==> config.mk <==
export PLATFORM = sky130hd
export DESIGN_NAME = alu_issue_ctrl_flat
export DESIGN_NICKNAME = d
export VERILOG_FILES = /design/src/rtl/alu_pkg.sv /design/src/rtl/alu_issue_ctrl_if.sv /design/src/rtl/alu_rsp_fifo.sv /design/src/rtl/alu_issue_ctrl.sv /design/src/flat_wrapper.sv
export SDC_FILE = /design/constraint.sdc
export NUM_CORES = 1
export LEC_CHECK = 0
export CAP_MARGIN = 40
export CORE_MARGIN = 4
export CORE_UTILIZATION = 30
export CTS_CLUSTER_DIAMETER = 50
export DETAILED_ROUTE_END_ITERATION = 8
export HOLD_SLACK_MARGIN = 0.12
export SLEW_MARGIN = 20
export SYNTH_ARGS = -nofsm -noshare
export SYNTH_HDL_FRONTEND = slang
export SYNTH_SLANG_ARGS = --single-unit
==> constraint.sdc <==
create_clock -name clk -period 2.7 [get_ports clk]
set_input_delay 0.54 -clock clk [delete_from_list [all_inputs] [get_ports clk]]
set_output_delay 0.54 -clock clk [all_outputs]
set_load 0.03 [all_outputs]
==> src/rtl/alu_pkg.sv <==
// Shared types and default widths for the ALU issue controller slice.
package alu_pkg;

    localparam int unsigned ALU_DATA_W = 32;
    localparam int unsigned ALU_TAG_W  = 4;
    localparam int unsigned OPS_W      = 16;

    // Issue FSM: idle, waiting out the ALU latency, capturing the result
    typedef enum logic [1:0] {
        IDLE = 2'd0,
        WAIT = 2'd1,
        CAPT = 2'd2
    } state_e;

    // One response FIFO entry at default widths
    typedef struct packed {
        logic [ALU_DATA_W-1:0] result;
        logic                  cout;
        logic                  sel;
        logic [ALU_TAG_W-1:0]  tag;
    } rsp_entry_t;

endpackage

==> src/rtl/alu_issue_ctrl_if.sv <==
// Request and response handshakes between the sequencer and the issue controller.
interface alu_issue_ctrl_if #(
    parameter int unsigned DATA_W = alu_pkg::ALU_DATA_W,
    parameter int unsigned TAG_W  = alu_pkg::ALU_TAG_W
);
    logic              req_valid;
    logic              req_ready;
    logic [DATA_W-1:0] req_a;
    logic [DATA_W-1:0] req_b;
    logic              req_sel;
    logic [TAG_W-1:0]  req_tag;

    logic              rsp_valid;
    logic              rsp_ready;
    logic [DATA_W-1:0] rsp_result;
    logic              rsp_cout;
    logic              rsp_sel;
    logic [TAG_W-1:0]  rsp_tag;

    // Sequencer / response consumer side
    modport master (
        output req_valid, req_a, req_b, req_sel, req_tag, rsp_ready,
        input  req_ready, rsp_valid, rsp_result, rsp_cout, rsp_sel, rsp_tag
    );

    // Issue controller side
    modport slave (
        input  req_valid, req_a, req_b, req_sel, req_tag, rsp_ready,
        output req_ready, rsp_valid, rsp_result, rsp_cout, rsp_sel, rsp_tag
    );
endinterface

==> src/rtl/alu_rsp_fifo.sv <==
// Small response FIFO with a registered head that holds the last popped entry when empty.
module alu_rsp_fifo #(
    parameter int unsigned DEPTH = 2,
    parameter int unsigned WIDTH = 38
) (
    input  logic                         clk,
    input  logic                         rst_n,
    input  logic                         push_i,
    input  logic [WIDTH-1:0]             wdata_i,
    input  logic                         pop_i,
    output logic [WIDTH-1:0]             rdata_o,
    output logic                         valid_o,
    output logic [$clog2(DEPTH+1)-1:0]   count_o
);

    localparam int unsigned PTR_W = $clog2(DEPTH);
    localparam int unsigned CNT_W = $clog2(DEPTH + 1);

    logic [WIDTH-1:0] mem_q [DEPTH];
    logic [PTR_W-1:0] wr_ptr_q, wr_ptr_d;
    logic [PTR_W-1:0] rd_ptr_q, rd_ptr_d;
    logic [CNT_W-1:0] cnt_q, cnt_d;
    logic [WIDTH-1:0] rdata_q, rdata_d;
    logic             valid_q, valid_d;
    logic             push_ok;
    logic             pop_ok;

    // Pointer/count update and selection of the head entry visible after this edge
    always_comb begin
        pop_ok   = pop_i & valid_q;
        push_ok  = push_i & ((cnt_q < CNT_W'(DEPTH)) | pop_ok);
        wr_ptr_d = push_ok ? wr_ptr_q + PTR_W'(1) : wr_ptr_q;
        rd_ptr_d = pop_ok  ? rd_ptr_q + PTR_W'(1) : rd_ptr_q;
        cnt_d    = cnt_q + CNT_W'(push_ok) - CNT_W'(pop_ok);
        valid_d  = (cnt_d != '0);
        rdata_d  = rdata_q;
        if (cnt_d != '0) begin
            // A push landing exactly at the new head bypasses the array
            if (push_ok && (rd_ptr_d == wr_ptr_q)) begin
                rdata_d = wdata_i;
            end else begin
                rdata_d = mem_q[rd_ptr_d];
            end
        end
    end

    // Storage, pointers and registered head
    always_ff @(posedge clk or negedge rst_n) begin
        if (!rst_n) begin
            for (int i = 0; i < int'(DEPTH); i++) begin
                mem_q[i] <= '0;
            end
            wr_ptr_q <= '0;
            rd_ptr_q <= '0;
            cnt_q    <= '0;
            rdata_q  <= '0;
            valid_q  <= 1'b0;
        end else begin
            if (push_ok) begin
                mem_q[wr_ptr_q] <= wdata_i;
            end
            wr_ptr_q <= wr_ptr_d;
            rd_ptr_q <= rd_ptr_d;
            cnt_q    <= cnt_d;
            rdata_q  <= rdata_d;
            valid_q  <= valid_d;
        end
    end

    assign rdata_o = rdata_q;
    assign valid_o = valid_q;
    assign count_o = cnt_q;

endmodule

==> src/rtl/alu_issue_ctrl.sv <==
// Issues one request at a time to the registered ALU, waits its latency and queues the result.
module alu_issue_ctrl
    import alu_pkg::*;
#(
    parameter int unsigned DATA_W    = ALU_DATA_W,
    parameter int unsigned TAG_W     = ALU_TAG_W,
    parameter int unsigned ALU_LAT   = 1,
    parameter int unsigned RSP_DEPTH = 2
) (
    input  logic               clk,
    input  logic               rst_n,
    alu_issue_ctrl_if.slave    bus,
    output logic [DATA_W-1:0]  alu_a,
    output logic [DATA_W-1:0]  alu_b,
    output logic               alu_sel,
    input  logic [DATA_W-1:0]  alu_result,
    input  logic               alu_cout,
    output logic [OPS_W-1:0]   ops_done
);

    localparam int unsigned LAT_W   = 3;
    localparam int unsigned ENTRY_W = DATA_W + 2 + TAG_W;
    localparam int unsigned CNT_W   = $clog2(RSP_DEPTH + 1);

    state_e              state_q, state_d;
    logic [LAT_W-1:0]    lat_q, lat_d;
    logic [DATA_W-1:0]   a_q, a_d;
    logic [DATA_W-1:0]   b_q, b_d;
    logic                sel_q, sel_d;
    logic [TAG_W-1:0]    tag_q, tag_d;
    logic [OPS_W-1:0]    ops_q, ops_d;
    logic                ready_q, ready_d;
    logic                fire_c;
    logic                push_c;
    logic                pop_c;
    logic [CNT_W-1:0]    fifo_cnt;
    logic [CNT_W-1:0]    cnt_next;
    logic [ENTRY_W-1:0]  fifo_wdata;
    logic [ENTRY_W-1:0]  fifo_rdata;
    logic                fifo_valid;

    // Next-state, operand load and capture control
    always_comb begin
        state_d = state_q;
        lat_d   = lat_q;
        a_d     = a_q;
        b_d     = b_q;
        sel_d   = sel_q;
        tag_d   = tag_q;
        ops_d   = ops_q;
        push_c  = 1'b0;
        fire_c  = bus.req_valid & ready_q;
        pop_c   = fifo_valid & bus.rsp_ready;

        unique case (state_q)
            IDLE: begin
                if (fire_c) begin
                    a_d     = bus.req_a;
                    b_d     = bus.req_b;
                    sel_d   = bus.req_sel;
                    tag_d   = bus.req_tag;
                    lat_d   = LAT_W'(ALU_LAT);
                    state_d = WAIT;
                end
            end
            WAIT: begin
                lat_d = lat_q - LAT_W'(1);
                if (lat_q == LAT_W'(1)) begin
                    state_d = CAPT;
                end
            end
            CAPT: begin
                push_c = 1'b1;
                if (ops_q != {OPS_W{1'b1}}) begin
                    ops_d = ops_q + OPS_W'(1);
                end
                state_d = IDLE;
            end
            default: begin
                state_d = IDLE;
            end
        endcase

        // Space check uses the post-edge occupancy, so a pop shows up one cycle later
        cnt_next = fifo_cnt + CNT_W'(push_c) - CNT_W'(pop_c);
        ready_d  = (state_d == IDLE) && (cnt_next < CNT_W'(RSP_DEPTH));
    end

    // State and datapath registers
    always_ff @(posedge clk or negedge rst_n) begin
        if (!rst_n) begin
            state_q <= IDLE;
            lat_q   <= '0;
            a_q     <= '0;
            b_q     <= '0;
            sel_q   <= 1'b0;
            tag_q   <= '0;
            ops_q   <= '0;
            ready_q <= 1'b0;
        end else begin
            state_q <= state_d;
            lat_q   <= lat_d;
            a_q     <= a_d;
            b_q     <= b_d;
            sel_q   <= sel_d;
            tag_q   <= tag_d;
            ops_q   <= ops_d;
            ready_q <= ready_d;
        end
    end

    assign fifo_wdata = {alu_result, alu_cout, sel_q, tag_q};

    alu_rsp_fifo #(
        .DEPTH (RSP_DEPTH),
        .WIDTH (ENTRY_W)
    ) u_rsp_fifo (
        .clk     (clk),
        .rst_n   (rst_n),
        .push_i  (push_c),
        .wdata_i (fifo_wdata),
        .pop_i   (pop_c),
        .rdata_o (fifo_rdata),
        .valid_o (fifo_valid),
        .count_o (fifo_cnt)
    );

    assign bus.req_ready = ready_q;
    assign bus.rsp_valid = fifo_valid;
    assign {bus.rsp_result, bus.rsp_cout, bus.rsp_sel, bus.rsp_tag} = fifo_rdata;
    assign alu_a    = a_q;
    assign alu_b    = b_q;
    assign alu_sel  = sel_q;
    assign ops_done = ops_q;

endmodule

==> src/flat_wrapper.sv <==
// flat-port wrapper written by rule: the top's interface ports become plain ports
module alu_issue_ctrl_flat import alu_pkg::*;
#(
    parameter int unsigned DATA_W    = ALU_DATA_W,
    parameter int unsigned TAG_W     = ALU_TAG_W,
    parameter int unsigned ALU_LAT   = 1,
    parameter int unsigned RSP_DEPTH = 2
)
  (clk, rst_n, alu_a, alu_b, alu_sel, alu_result, alu_cout, ops_done, bus_req_valid, bus_req_a, bus_req_b, bus_req_sel, bus_req_tag, bus_rsp_ready, bus_req_ready, bus_rsp_valid, bus_rsp_result, bus_rsp_cout, bus_rsp_sel, bus_rsp_tag);
  alu_issue_ctrl_if #(.DATA_W(DATA_W), .TAG_W(TAG_W)) bus_i ();
  input  logic clk;
  input  logic rst_n;
  output logic [DATA_W-1:0] alu_a;
  output logic [DATA_W-1:0] alu_b;
  output logic alu_sel;
  input  logic [DATA_W-1:0] alu_result;
  input  logic alu_cout;
  output logic [OPS_W-1:0] ops_done;
  input wire logic [$bits(bus_i.req_valid)-1:0] bus_req_valid;
  input wire logic [$bits(bus_i.req_a)-1:0] bus_req_a;
  input wire logic [$bits(bus_i.req_b)-1:0] bus_req_b;
  input wire logic [$bits(bus_i.req_sel)-1:0] bus_req_sel;
  input wire logic [$bits(bus_i.req_tag)-1:0] bus_req_tag;
  input wire logic [$bits(bus_i.rsp_ready)-1:0] bus_rsp_ready;
  output wire logic [$bits(bus_i.req_ready)-1:0] bus_req_ready;
  output wire logic [$bits(bus_i.rsp_valid)-1:0] bus_rsp_valid;
  output wire logic [$bits(bus_i.rsp_result)-1:0] bus_rsp_result;
  output wire logic [$bits(bus_i.rsp_cout)-1:0] bus_rsp_cout;
  output wire logic [$bits(bus_i.rsp_sel)-1:0] bus_rsp_sel;
  output wire logic [$bits(bus_i.rsp_tag)-1:0] bus_rsp_tag;
  assign bus_i.req_valid = bus_req_valid;
  assign bus_i.req_a = bus_req_a;
  assign bus_i.req_b = bus_req_b;
  assign bus_i.req_sel = bus_req_sel;
  assign bus_i.req_tag = bus_req_tag;
  assign bus_i.rsp_ready = bus_rsp_ready;
  assign bus_req_ready = bus_i.req_ready;
  assign bus_rsp_valid = bus_i.rsp_valid;
  assign bus_rsp_result = bus_i.rsp_result;
  assign bus_rsp_cout = bus_i.rsp_cout;
  assign bus_rsp_sel = bus_i.rsp_sel;
  assign bus_rsp_tag = bus_i.rsp_tag;
  alu_issue_ctrl #(.DATA_W(DATA_W), .TAG_W(TAG_W), .ALU_LAT(ALU_LAT), .RSP_DEPTH(RSP_DEPTH)) u_core (.clk(clk), .rst_n(rst_n), .bus(bus_i), .alu_a(alu_a), .alu_b(alu_b), .alu_sel(alu_sel), .alu_result(alu_result), .alu_cout(alu_cout), .ops_done(ops_done));
endmodule
==> reports/results.md, run 1 <==
* finished, final reports clean — run status
* 0 — DRT antenna net count
* 0 — count of endpoints failing setup in the final report
* 0.590 — top cell type's share of synthesized area
* 0 — warning count from the yosys run
* 247 — DRC violation total after the first TritonRoute iteration
* 0.307 — Initial Util
* 14900 um — placed wire-length estimate
* sky130_fd_sc_hd__clkdlybuf4s50_1 — commonest non-fill, non-tap cell in the layout
* 44 — number of distinct library cells after synthesis
* 2654 — fillcell total
* 8900 sq um — Synth Cell Area
* 530 ps — clock network latency to the later pin of the worst-skew pair
* 0.270 — layout cell share with drive strength beyond 1
* 32500 sq um — DIE AREA
* 2930 ps — crit path DAT
* 22100 um — total wire length after detailed routing
* 240 ps — Reg2Reg Setup Slack
* 12800 sq um — post-route cell area
* buffers and inverters — cell family contributing the most delay on the critical path
* 17.9 mW — total power consumption of the routed design
* 60 ps — clock transition time at the flip-flop clock pins of the worst setup and hold paths
* sky130_fd_sc_hd__clkbuf_16 — root buffer cell
* 180 um — vertical extent of the die
* 65 — pin count of the biggest net entering global routing
* 2 — initial antenna violation count
* 400 MHz — highest clock rate
* 6517 — number of global-route vias before repair
* 210 — TritonCTS Sinks
* 62 — count of standard-cell rows
* clkdlybuf4s50_1 -> nand2_1 -> a21o_1 -> ha_1 -> inv_1 -> ha_1 -> xor3_1 -> nor2_4 -> inv_2 -> o21a_2 -> buf_12 -> a221oi_1 — chain of cells forming the critical path
* 0 — Antenna Diode Count
* 180 um — width of the die
* -374 ps — worst setup slack before clock tree synthesis
* 0.692 — global placer's final weighted congestion
* 529 ps — actual slew at the worst max-slew pin
* 0 — Slew Limit Fails
* sky130_fd_sc_hd__ha_1 — cell repeated most along the worst path
* register — kind of capture point of the worst setup path
* done — CTS tree
* 5.54 nW — leakage power figure
* input pin — kind of start point of the critical path
* sky130_fd_sc_hd__dfrtp_1 59%, sky130_fd_sc_hd__mux2_2 18%, sky130_fd_sc_hd__mux2i_1 4.3% — top cells by area, synth
* 17.1 um — Routed wire per std cell
* 460 ps — delay of the slowest cell on the worst path
* 2500 ps — final critical-path required period
* 43.8% — area delta synth->final
* u_core.u_rsp_fifo.wr_ptr_q — startpoint of the worst hold path
* 13.9 sq um — synthesized area per cell
* 3320 sq um — area of combinational cells with multiple inputs
* 0.926 — final worst path period share
* 11800 sq um — area post-placement
* false — RSZ-0062 raised after global routing
* 36100 um — global-route wire length before repair
* 4 — total buffers and inverters traversed by the critical path
* u_core.u_rsp_fifo.wr_ptr_q — worst hold path endpoint
* 29 — CTS buffer count
* 0 — number of hold-slack violations in the final timing report
* 2 — number of stages on the worst hold path
* 1 — CTS H-Tree Depth
* 24 — highest net fanout along the worst path
* u_core.state_q[1] — Critical R2R Launch
* 0.568 mV — maximum VDD drop
* 5260 sq um — area taken by flip-flops and latches
* 227 — I/O pin cnt
* 0.590 — register area share after synthesis
* 3130 ps — Crit path required time
* 0 — remaining global-route overflow
* 9.73 ps — largest clock skew in the final design
* 753 — Synthesized Nets
* 0 — Post CTS Setup Buffer Count
* 1000 — final net count
* 0 — DR DRC count
* 4 — Pre-Repair DR Iteration Count
* 5942 — routed via count
* 4.60 — via-per-instance ratio
* 0.133 — Global Route Usage Sum
* 0.647 — Slew Limit Headroom
* 3 — clock buffer depth
* 1400 nW/um^2 — PwrDens
* 210 — register bit count reported by yosys
* 29000 sq um — core area
* 0 — maxcap violations
* sky130_fd_sc_hd__clkdlybuf4s50_1 — cell with the biggest individual delay on the critical path
* u_core.u_rsp_fifo.rdata_o[6] — endpoint of the worst-slack reg-to-reg timing path
* 641 — number of standard cells after synthesis
* 225 x sky130_fd_sc_hd__clkdlybuf4s50_1, 210 x sky130_fd_sc_hd__dfrtp_1, 142 x sky130_fd_sc_hd__mux2_2, 44 x sky130_fd_sc_hd__inv_1, 42 x sky130_fd_sc_hd__nor2_1 — commonest cells after routing, fill and taps aside
* 11 — R2R depth
* 200 ps — Setup WS post-layout
* sky130_fd_sc_hd__dfrtp_1 — dominant cell type by area after synthesis
* register to register — path category of the worst min-delay check
* input pin to register — Worst Path Class, Setup
* 226 — number of input and output port buffers inserted
[worst register-to-register path: stages (launching register included)]
cell and delay [ps]:
sky130_fd_sc_hd__dfrtp_1 430, sky130_fd_sc_hd__nand2b_1 130, sky130_fd_sc_hd__a21o_1 190, sky130_fd_sc_hd__ha_1 290, sky130_fd_sc_hd__inv_1 60, sky130_fd_sc_hd__ha_1 140, sky130_fd_sc_hd__xor3_1 270, sky130_fd_sc_hd__nor2_4 160
sky130_fd_sc_hd__inv_2 60, sky130_fd_sc_hd__o21a_2 150, sky130_fd_sc_hd__buf_12 180, sky130_fd_sc_hd__a221oi_1 300
[cells by family (layout without fill, tap and decap cells)]
group / Yosys count / after routing / share of synthesized area
simple gates: 94 / 94 / 0.0544
fa+ha+maj: 6 / 6 / 0.00843
xor+xnor: 19 / 19 / 0.0219
compound gates: 53 / 53 / 0.0617
buf+inv: 79 / 345 / 0.0410
flops: 210 / 210 / 0.590
mux: 180 / 180 / 0.222
[how the worst max path moves through the flow]
stage / from / end / slack (ps) / cells after the start
after floorplan: u_core.u_rsp_fifo.valid_o / u_core.u_rsp_fifo.rdata_o[10] / 130 / 13
after global placement: bus_rsp_ready / u_core.u_rsp_fifo.rdata_o[6] / -290 / 12
after detailed placement: bus_rsp_ready / u_core.u_rsp_fifo.rdata_o[0] / -370 / 12
after CTS: u_core.state_q[1] / u_core.u_rsp_fifo.rdata_o[6] / 210 / 11
after global routing: bus_rsp_ready / u_core.u_rsp_fifo.rdata_o[6] / 20 / 12
final: bus_rsp_ready / u_core.u_rsp_fifo.rdata_o[6] / 200 / 12
[synth_stat cells (all sizes together)]
cell type and number:
nor4b 1, mux2 142, nand4 7, dfrtp 210
a211oi 1, nand3 4, xor3 1, a221oi 37
clkbuf 8, nor4 5, nor2b 3, xnor2 10
nand2 13, nor3b 1, xor2 7, o21a 1
ha 6, o21bai 1, and4 1, o22ai 1
mux2i 38, xnor3 1, and2 1, or2 1
a31oi 1, nor3 6, a21oi 1, o21ai 7
and3 3, nor4bb 1, inv 45, buf 26
nor2 44, o311ai 2, a21o 1, nand2b 3
[report_power, final]
part / total [mW] / internal (mW) / switching [mW]
clock: 3.94 / 2.51 / 1.43
combinational: 8.45 / 4.04 / 4.41
sequential: 5.55 / 4.72 / 0.829
[metal layers]
metal / wire length, um / track usage
met4: 465 / 0.0296
met2: 9770 / 0.207
met5: 34 / 0
met1: 9820 / 0.176
met3: 1980 / 0.0541
[final cells by class]
type	count	area share
timing repair buffer	250	0.201
sequential	210	0.410
multi-input combinational	352	0.259
tap	384	0.0375
clock inverter	13	0.0149
clock buffer	37	0.0637
inverter	45	0.0132
[registers in the layout, summed over array words and instances (netlist names)]
signal / flops
u_core.u_rsp_fifo.mem_q: 76
u_core.u_rsp_fifo.rdata_o: 38
u_core.alu_a: 32
u_core.alu_b: 32
u_core.ops_done: 16
u_core.tag_q: 4
u_core.lat_q: 3
u_core.state_q: 2
u_core.u_rsp_fifo.count_o: 2
u_core.alu_sel: 1
u_core.bus.req_ready: 1
u_core.u_rsp_fifo.rd_ptr_q: 1
u_core.u_rsp_fifo.valid_o: 1
u_core.u_rsp_fifo.wr_ptr_q: 1
[repair_timing]
| action | CTS | global route |
|---|---|---|
| setup endpoints to repair | 0 | 1 |
| gates resized for setup | 0 | 1 |
| hold endpoints to repair | 54 | 0 |
| hold buffers | 1 | 0 |
[through the flow]
step	util	cells	setup TNS, ps	hold WS, ps
6_report	0.441	1291	0	488
5_1_grt	0.441	1291	0	512
4_1_cts	0.441	1291	0	489
3_5_place_dp	0.406	1240	-11800	469
3_3_place_gp	0.406	1240	-9630	465
2_1_floorplan	-	641	0	244
Power figures use the tool's default switching activity.
==> run 2: changes to the inputs <==
SKIP_CTS_REPAIR_TIMING = 1   (was unset)
==> results of run 2 <==
Same layout as run 1: the final DEF is identical, and so are final timing and power.
Among the figures that moved: via count of the first global-routing pass 6517 -> 6511
==> run 3: changes to the inputs <==
SKIP_CTS_REPAIR_TIMING = unset   (was 1)
==> results of run 3 <==
Same layout as run 1: the final DEF is identical, and so are final timing and power.
